--- src/rtl/apb_slave_regs.sv ---
// rtl/apb_slave_regs.sv - APB completer with a word-addressed register file and read-only STATUS counter
// Optional wait states are built only when APB_SLV_WAIT_EN is defined.
module apb_slave_regs #(
   parameter int NREGS       = 8,
   parameter int WAIT_CYCLES = 2
) (
   input  logic                     clk,
   input  logic                     reset_n,
   input  logic [31:0]              PADDR,
   input  logic                     PWRITE,
   input  logic [31:0]              PWDATA,
   input  logic                     PSELx,
   input  logic                     PENABLE,
   output logic [31:0]              PRDATA,
   output logic                     PREADY,
   output logic                     PSLVERR,
   output logic [31:0]              o_ctrl,
   output logic                     o_wr_pulse,
   output logic [$clog2(NREGS)-1:0] o_wr_idx
);

   localparam int IW = $clog2(NREGS);
   localparam logic [IW-1:0] STATUS_IDX = IW'(NREGS - 1);

   typedef enum logic {IDLE, ACCESS} state_t;

   state_t        state;
   logic [31:0]   regs [NREGS];
   logic [IW-1:0] idx_q;
   logic          write_q;
   logic          err_q;
   logic [31:0]   wdata_q;

   logic [IW-1:0] dec_idx;
   logic          dec_err;
   logic [IW-1:0] ld_idx;
   logic          ld_err;
   logic [31:0]   ld_data;

`ifdef APB_SLV_WAIT_EN
   logic [3:0]    cnt;
`endif

   assign dec_idx = PADDR[IW+1:2];
   assign dec_err = (PADDR[1:0] != 2'b00) || (PADDR[31:IW+2] != '0) ||
                    (PWRITE && (dec_idx == STATUS_IDX));

   // On the setup edge the response may load at once, so decode straight from the bus there.
   always_comb begin
      ld_idx = idx_q;
      ld_err = err_q;
      if (state == IDLE) begin
         ld_idx = dec_idx;
         ld_err = dec_err;
      end
   end

   assign ld_data = regs[ld_idx];
   assign o_ctrl  = regs[0];

   always_ff @(posedge clk) begin
      if (!reset_n) begin
         state      <= IDLE;
         PREADY     <= 1'b0;
         PRDATA     <= '0;
         PSLVERR    <= 1'b0;
         o_wr_pulse <= 1'b0;
         o_wr_idx   <= '0;
         idx_q      <= '0;
         write_q    <= 1'b0;
         err_q      <= 1'b0;
         wdata_q    <= '0;
         for (int i = 0; i < NREGS; i++) regs[i] <= '0;
`ifdef APB_SLV_WAIT_EN
         cnt        <= '0;
`endif
      end else begin
         o_wr_pulse <= 1'b0;
         case (state)
            IDLE: begin
               if (PSELx && !PENABLE) begin
                  state   <= ACCESS;
                  idx_q   <= dec_idx;
                  write_q <= PWRITE;
                  err_q   <= dec_err;
                  wdata_q <= PWDATA;
`ifdef APB_SLV_WAIT_EN
                  cnt     <= 4'(WAIT_CYCLES);
                  if (WAIT_CYCLES == 0) begin
                     PREADY  <= 1'b1;
                     PSLVERR <= ld_err;
                     PRDATA  <= ld_err ? 32'd0 : ld_data;
                  end
`else
                  PREADY  <= 1'b1;
                  PSLVERR <= ld_err;
                  PRDATA  <= ld_err ? 32'd0 : ld_data;
`endif
               end
            end
            ACCESS: begin
               if (!PSELx) begin
                  state   <= IDLE;
                  PREADY  <= 1'b0;
                  PRDATA  <= '0;
                  PSLVERR <= 1'b0;
               end else if (PENABLE) begin
                  if (PREADY) begin
                     if (write_q && !err_q) begin
                        regs[idx_q] <= wdata_q;
                        o_wr_pulse  <= 1'b1;
                        o_wr_idx    <= idx_q;
                     end
                     if (!err_q) regs[NREGS-1] <= regs[NREGS-1] + 32'd1;
                     state   <= IDLE;
                     PREADY  <= 1'b0;
                     PRDATA  <= '0;
                     PSLVERR <= 1'b0;
                  end
`ifdef APB_SLV_WAIT_EN
                  else begin
                     if (cnt <= 4'd1) begin
                        PREADY  <= 1'b1;
                        PSLVERR <= ld_err;
                        PRDATA  <= ld_err ? 32'd0 : ld_data;
                     end
                     if (cnt != 4'd0) cnt <= cnt - 4'd1;
                  end
`endif
               end
            end
            default: state <= IDLE;
         endcase
      end
   end

endmodule

--- config.mk ---
export PLATFORM = sky130hd
export DESIGN_NAME = apb_slave_regs
export DESIGN_NICKNAME = d
export VERILOG_FILES = /design/src/rtl/apb_slave_regs.sv
export SDC_FILE = /design/constraint.sdc
export NUM_CORES = 1
export LEC_CHECK = 0
export BUFFER_PORTS_ARGS = -buffer_cell sky130_fd_sc_hd__buf_2
export CAP_MARGIN = 25
export CORE_ASPECT_RATIO = 0.7
export CORE_MARGIN = 3
export CORE_UTILIZATION = 30
export CTS_CLUSTER_DIAMETER = 200
export CTS_CLUSTER_SIZE = 40
export DETAILED_ROUTE_END_ITERATION = 8
export PLACE_DENSITY = 0.48
export SLEW_MARGIN = 0
export SYNTH_ARGS = -nofsm -noshare
export SYNTH_HDL_FRONTEND = slang
export SYNTH_SLANG_ARGS = --single-unit
export TNS_END_PERCENT = 1
--- constraint.sdc ---
create_clock -name clk -period 9.7 [get_ports clk]
set_input_delay 1.455 -clock clk [delete_from_list [all_inputs] [get_ports clk]]
set_output_delay 1.455 -clock clk [all_outputs]
set_load 0.03 [all_outputs]
# == Word-level counts from Yosys, hierarchy flattened ==
# Memories as Yosys holds them, arrays and structs flattened.
# Index checks and enable logic that the tools add are counted.
# op_classes
n_div,0
n_bitwise,5
reduce_logical,14
eq_ne,5
shifts,0
muxes,41
magnitude_cmp,0
addsub,1
multipliers,0
# ops
op,count
2-to-1 mux 32 bit,7
one-hot mux 32 bit (2 select lines),1
adder 32 x 1 -> 32 bit (second input constant),1
OR reduction 32 bit,1
2-to-1 mux 1 bit,28
nonzero test 27 bit,1
== test 3 bit (second input constant),2
2-to-1 mux 3 bit,2
inequality test 3 bit (second input constant),2
one-hot mux 1 bit (2 select lines),3
AND reduction 5 bit,1
AND reduction 2 bit,2
logical AND 1 bit,3
AND reduction 3 bit,1
bitwise AND 1 bit,2
zero test 1 bit,2
logical OR 1 bit,2
inequality test 2 x 1 -> 1 bit (second input constant),1
NOT 1 bit,2
nonzero test 2 bit,1
bitwise OR 1 bit,1
# word_totals
mem_count,1
out_inout_bits,70
latchBits,0
regBits,76
rom_bits,0
wordCells,77
ram_bits,256
# mem_list
name,depth,word_bits,read_ports,rd_clocked_by_memory_dff,wr,line_no,rtl
regs,8,32,3,0,8,28,logic [31:0] regs [NREGS];

# == Longest topological paths before layout ==
# logic_depth
ltp_word,12
depth_mapped,9
depth_no_buf,7

# == Worst setup path before layout ==
# No wires, ideal clock.
# synth_timing
path_type,input port to flip-flop
startpoint,input reset_n
endpoint,"memory regs[3][0], enable pin"
t_arrival_ns,4.235
path_stages,3
setup_time_ns,0.466
path_slack_ns,4.999
required_time_ns,9.234
cell_sequence,clkbuf_1 -> nand4_1 -> o21ai_0
# synth_lines
item,line_no,rtl
start: declaration,8,"input logic reset_n,"
end: declaration,28,

==> flow_summary.rst <==
.. list-table::
   :header-rows: 1

   * - Metric
     - Value
   * - Class of the worst hold path
     - register to register
   * - Kind of start point of the critical path
     - input port
   * - Die area
     - 0.0528 mm²
   * - Number of synthesized flops with an enable pin
     - 256
   * - Clock edge transition at the registers on the reported setup and hold paths
     - 0.15 ns
   * - Share of total power in sequential cells
     - 0.632
   * - Area share of the largest cell type after synthesis
     - 0.512
   * - Number of H-tree levels
     - 1
   * - Most frequent cell after synthesis
     - sky130_fd_sc_hd__nand2_1
   * - Core Region
     - 0.0486 mm²
   * - Antenna Nets Post-Route
     - 0
   * - Post-synth top area cell
     - sky130_fd_sc_hd__edfxtp_1
   * - Fin cells
     - 2151
   * - Clock Root Buffer
     - sky130_fd_sc_hd__clkbuf_16
   * - Period minus WS final
     - approximately 3.8 ns
   * - DIE HEIGHT
     - between 150 and 200 µm
   * - Antenna violations before repair
     - 0
   * - Portion of the post-synthesis area used by sequential elements
     - 0.614
   * - Source of the worst hold timing path
     - PRDATA[13]$_SDFFE_PN0P_
   * - Fin Hold WS
     - about 0.46 ns
   * - Number of endpoints with negative hold slack in the final report
     - 0
   * - Clock Path Buffers
     - 3
   * - Clock group share of total power
     - 0.280
   * - Buffers inserted during post-CTS setup optimization
     - 0
   * - Number of buffers added by the clock tree synthesis step
     - 12
   * - Data required time of the critical path
     - between 9 and 10 ns
   * - Overall fraction of global-route tracks in use
     - 0.161
   * - Top post-synthesis cells by count
     - sky130_fd_sc_hd__nand2_1 (284), sky130_fd_sc_hd__edfxtp_1 (256), sky130_fd_sc_hd__and2_1 (225)
   * - Max Freq
     - 263 MHz
   * - Headroom to the max-slew limit
     - 0.325
   * - Count of maximum capacitance violations
     - 0
   * - Worst Max-Slew Pin Slew
     - around 1.0 ns
   * - WL/cell
     - slightly below 20 µm
   * - Fraction of the mapped netlist area in adder cells
     - 0.00250
   * - Routed wire length
     - around 43 mm
   * - Xor and xnor area share after synthesis
     - 0.0169
   * - Number of buffer cells added on primary ports
     - 138
   * - Placement Setup Slack
     - 5.29 ns
   * - Largest net degree at the start of global routing
     - 82
   * - DRC marker count from the first detailed-route iteration
     - 849
   * - Proportion of layout cells with a drive suffix above 1
     - 0.161
   * - Count of final max-slew check failures
     - 0
   * - Worst-case vdd ir drop
     - 0.108 mV
   * - Worst R2R Start
     - state$_SDFF_PN0_
   * - Via count of the first global-routing pass
     - about 10000
   * - Worst setup path class
     - input port to register
   * - Static Leakage
     - approximately 6.2 nW
   * - Outcome
     - completed
   * - Placed instance area
     - 0.0164 mm²
   * - CTS tree
     - built
   * - Count of unresolved DRC violations after routing
     - 0
   * - Post-Syn Nets
     - 1471
   * - Worst Setup End Kind
     - register
   * - Number of instances in the synthesized netlist
     - 1399
   * - First-pass GRT wire length
     - roughly 65 mm
   * - Nets
     - 1562
   * - Core occupancy in the finished layout
     - 0.347
   * - Post-synthesis area per instance
     - ~11 µm²
   * - Switch Pwr
     - about 650 µW
   * - Maximum clock skew at final layout
     - 0.0513 ns
   * - Final Wtd Congestion
     - between 0.7 and 0.8
   * - Clock latency on the worst-skew pair
     - 0.53 ns
   * - Remaining Overflow, GRT
     - 0
   * - Combinational group share of total power
     - 0.089
   * - Setup repair after global routing missed its margin
     - false
   * - Total via count after detailed routing
     - 10400
   * - Post-synthesis sequential element count
     - around 330
   * - First-pass iteration count of the detailed router
     - 7
   * - Number of instances in the placed design
     - 2129
   * - Combinational family with the most area after synthesis
     - simple AND/OR/NAND/NOR gates
   * - Source of the critical timing path
     - reset_n
   * - Area delta synth->final
     - 12.4%
   * - Internal Dissipation
     - 1.89 mW
   * - Unique masters post-synth
     - 49
   * - Share of the synthesized area in compound gates (AO/OA/AOI/OAI)
     - 0.0324
   * - Number of diodes added for antenna fixing
     - 0
   * - Leading register cell type out of synthesis
     - sky130_fd_sc_hd__edfxtp_1
   * - TritonCTS sink count
     - 332
   * - Biggest area contributors in the synthesized netlist
     - sky130_fd_sc_hd__edfxtp_1 (51%), sky130_fd_sc_hd__dfxtp_1 (10%), sky130_fd_sc_hd__and2_1 (9.4%), sky130_fd_sc_hd__nand2_1 (7.1%), sky130_fd_sc_hd__nand3_1 (4.6%)
   * - Simple-Gate Fraction of Synth Area
     - 0.274
   * - Total non-filler cell area in the finished layout
     - 0.0169 mm²
   * - Sw frac
     - 0.255
   * - Initial standard-cell utilization of the core
     - 0.309
   * - Netlist Area Pre-Place
     - 0.0150 mm²
   * - PwrDens
     - approximately 150 mW/mm²
   * - Final clock period utilization by the worst path
     - 0.393
   * - CP Data Arrival Time
     - around 3.9 ns
   * - Cell Rows
     - 67
   * - Mux contribution to synthesized area
     - 0.0329
   * - Total negative slack
     - 0 ns
   * - Final setup violation count
     - 0
   * - Ratio of routed vias to standard cells
     - ~4.8
   * - Die Width
     - approximately 270 µm
   * - Yosys warning count
     - 0
   * - Max FO, Critical Path
     - 37
   * - Synth async-reset ratio
     - 0
   * - Final worst setup slack
     - 5.89 ns
   * - Post-cts hold buffer count
     - 0
   * - Post-cts gate resize count
     - 0
   * - Top Ports
     - 139
   * - Detailed-placement wirelength estimate
     - around 27 mm
   * - Design Power
     - 2.54 mW
## cell families after synthesis
logic type,Yosys count
compound gates,63
fa+ha+maj,3
mux,49
buf+inv,100
flops,332
xor+xnor,29
simple gates,823
## final cells by class
| cell class | instances | area [µm²] |
|---|---|---|
| clock buffers | 19 | 348 |
| clock inverters | 1 | 30.0 |
| repair buffers | 164 | 923 |
| flip-flops and latches | 332 | 9210 |
| fillers | 4949 | 31700 |
| multi-input cells | 967 | 5500 |
| inverters | 13 | 48.8 |
| well taps | 655 | 820 |
## flip-flops by register name, indices dropped and copies added (netlist names)
register	flops
regs	256
o_wr_idx	3
write_q	1
err_q	1
wdata_q	32
o_wr_pulse	1
state	1
idx_q	3
PREADY	1
PSLVERR	1
PRDATA	32
## placed cells by master (no fill, tap or decap), types with 3 or more instances in the layout
cell / instances
sky130_fd_sc_hd__xor2_1: 21
sky130_fd_sc_hd__and3_1: 3
sky130_fd_sc_hd__mux2i_1: 46
sky130_fd_sc_hd__o211ai_1: 4
sky130_fd_sc_hd__nor4_1: 3
sky130_fd_sc_hd__nor2_1: 84
sky130_fd_sc_hd__inv_1: 12
sky130_fd_sc_hd__nor3_1: 8
sky130_fd_sc_hd__edfxtp_1: 256
sky130_fd_sc_hd__nand2_1: 284
sky130_fd_sc_hd__nand3_1: 138
sky130_fd_sc_hd__dfxtp_1: 76
sky130_fd_sc_hd__clkbuf_16: 13
sky130_fd_sc_hd__clkbuf_1: 6
sky130_fd_sc_hd__nor3_2: 4
sky130_fd_sc_hd__and4_1: 4
sky130_fd_sc_hd__a211oi_1: 3
sky130_fd_sc_hd__o21ai_2: 32
sky130_fd_sc_hd__and2_1: 225
sky130_fd_sc_hd__o21ai_0: 5
sky130_fd_sc_hd__xnor2_1: 8
sky130_fd_sc_hd__nand2b_1: 6
sky130_fd_sc_hd__nor4_2: 6
sky130_fd_sc_hd__nand4_1: 43
sky130_fd_sc_hd__a21oi_1: 4
sky130_fd_sc_hd__buf_2: 139
sky130_fd_sc_hd__buf_4: 23
## worst max-delay path, stage by stage
cell	delay, ns
sky130_fd_sc_hd__buf_2	0.29
sky130_fd_sc_hd__nand3_2	0.80
sky130_fd_sc_hd__nor3_2	0.36
sky130_fd_sc_hd__buf_4	0.41
sky130_fd_sc_hd__nand2b_1	0.16
sky130_fd_sc_hd__buf_4	0.43
## path summary, 6_finish.rpt
path | end | slack [ns] | depth (start not counted)
worst min register to register | PRDATA[13]$_SDFFE_PN0P_ | 0.46 | 2
worst max-delay path | regs[2][23]$_SDFFCE_PN0P_ | 5.89 | 6
worst min-delay path | PRDATA[13]$_SDFFE_PN0P_ | 0.46 | 2
worst max register to register | regs[2][23]$_SDFFCE_PN0P_ | 6.22 | 7
## power groups by stage
stage               clock (mW)  combinational [mW]  sequential, mW
floorplan                    0               0.129            1.63
global placement             0               0.225            1.64
detailed placement           0               0.227            1.64
CTS                      0.741               0.227            1.61
global route             0.779               0.249            1.61
finish                   0.711               0.225            1.61
## layer usage
metal | vias to the layer above | global-route usage | wire length (µm)
met5 | - | 0 | 0
met4 | 0 | 0.0166 | 282
met3 | 18 | 0.0218 | 1840
met2 | 194 | 0.245 | 18600
met1 | 5148 | 0.249 | 22000
li1 | 4999 | - | -
Power figures use the tool's default switching activity.
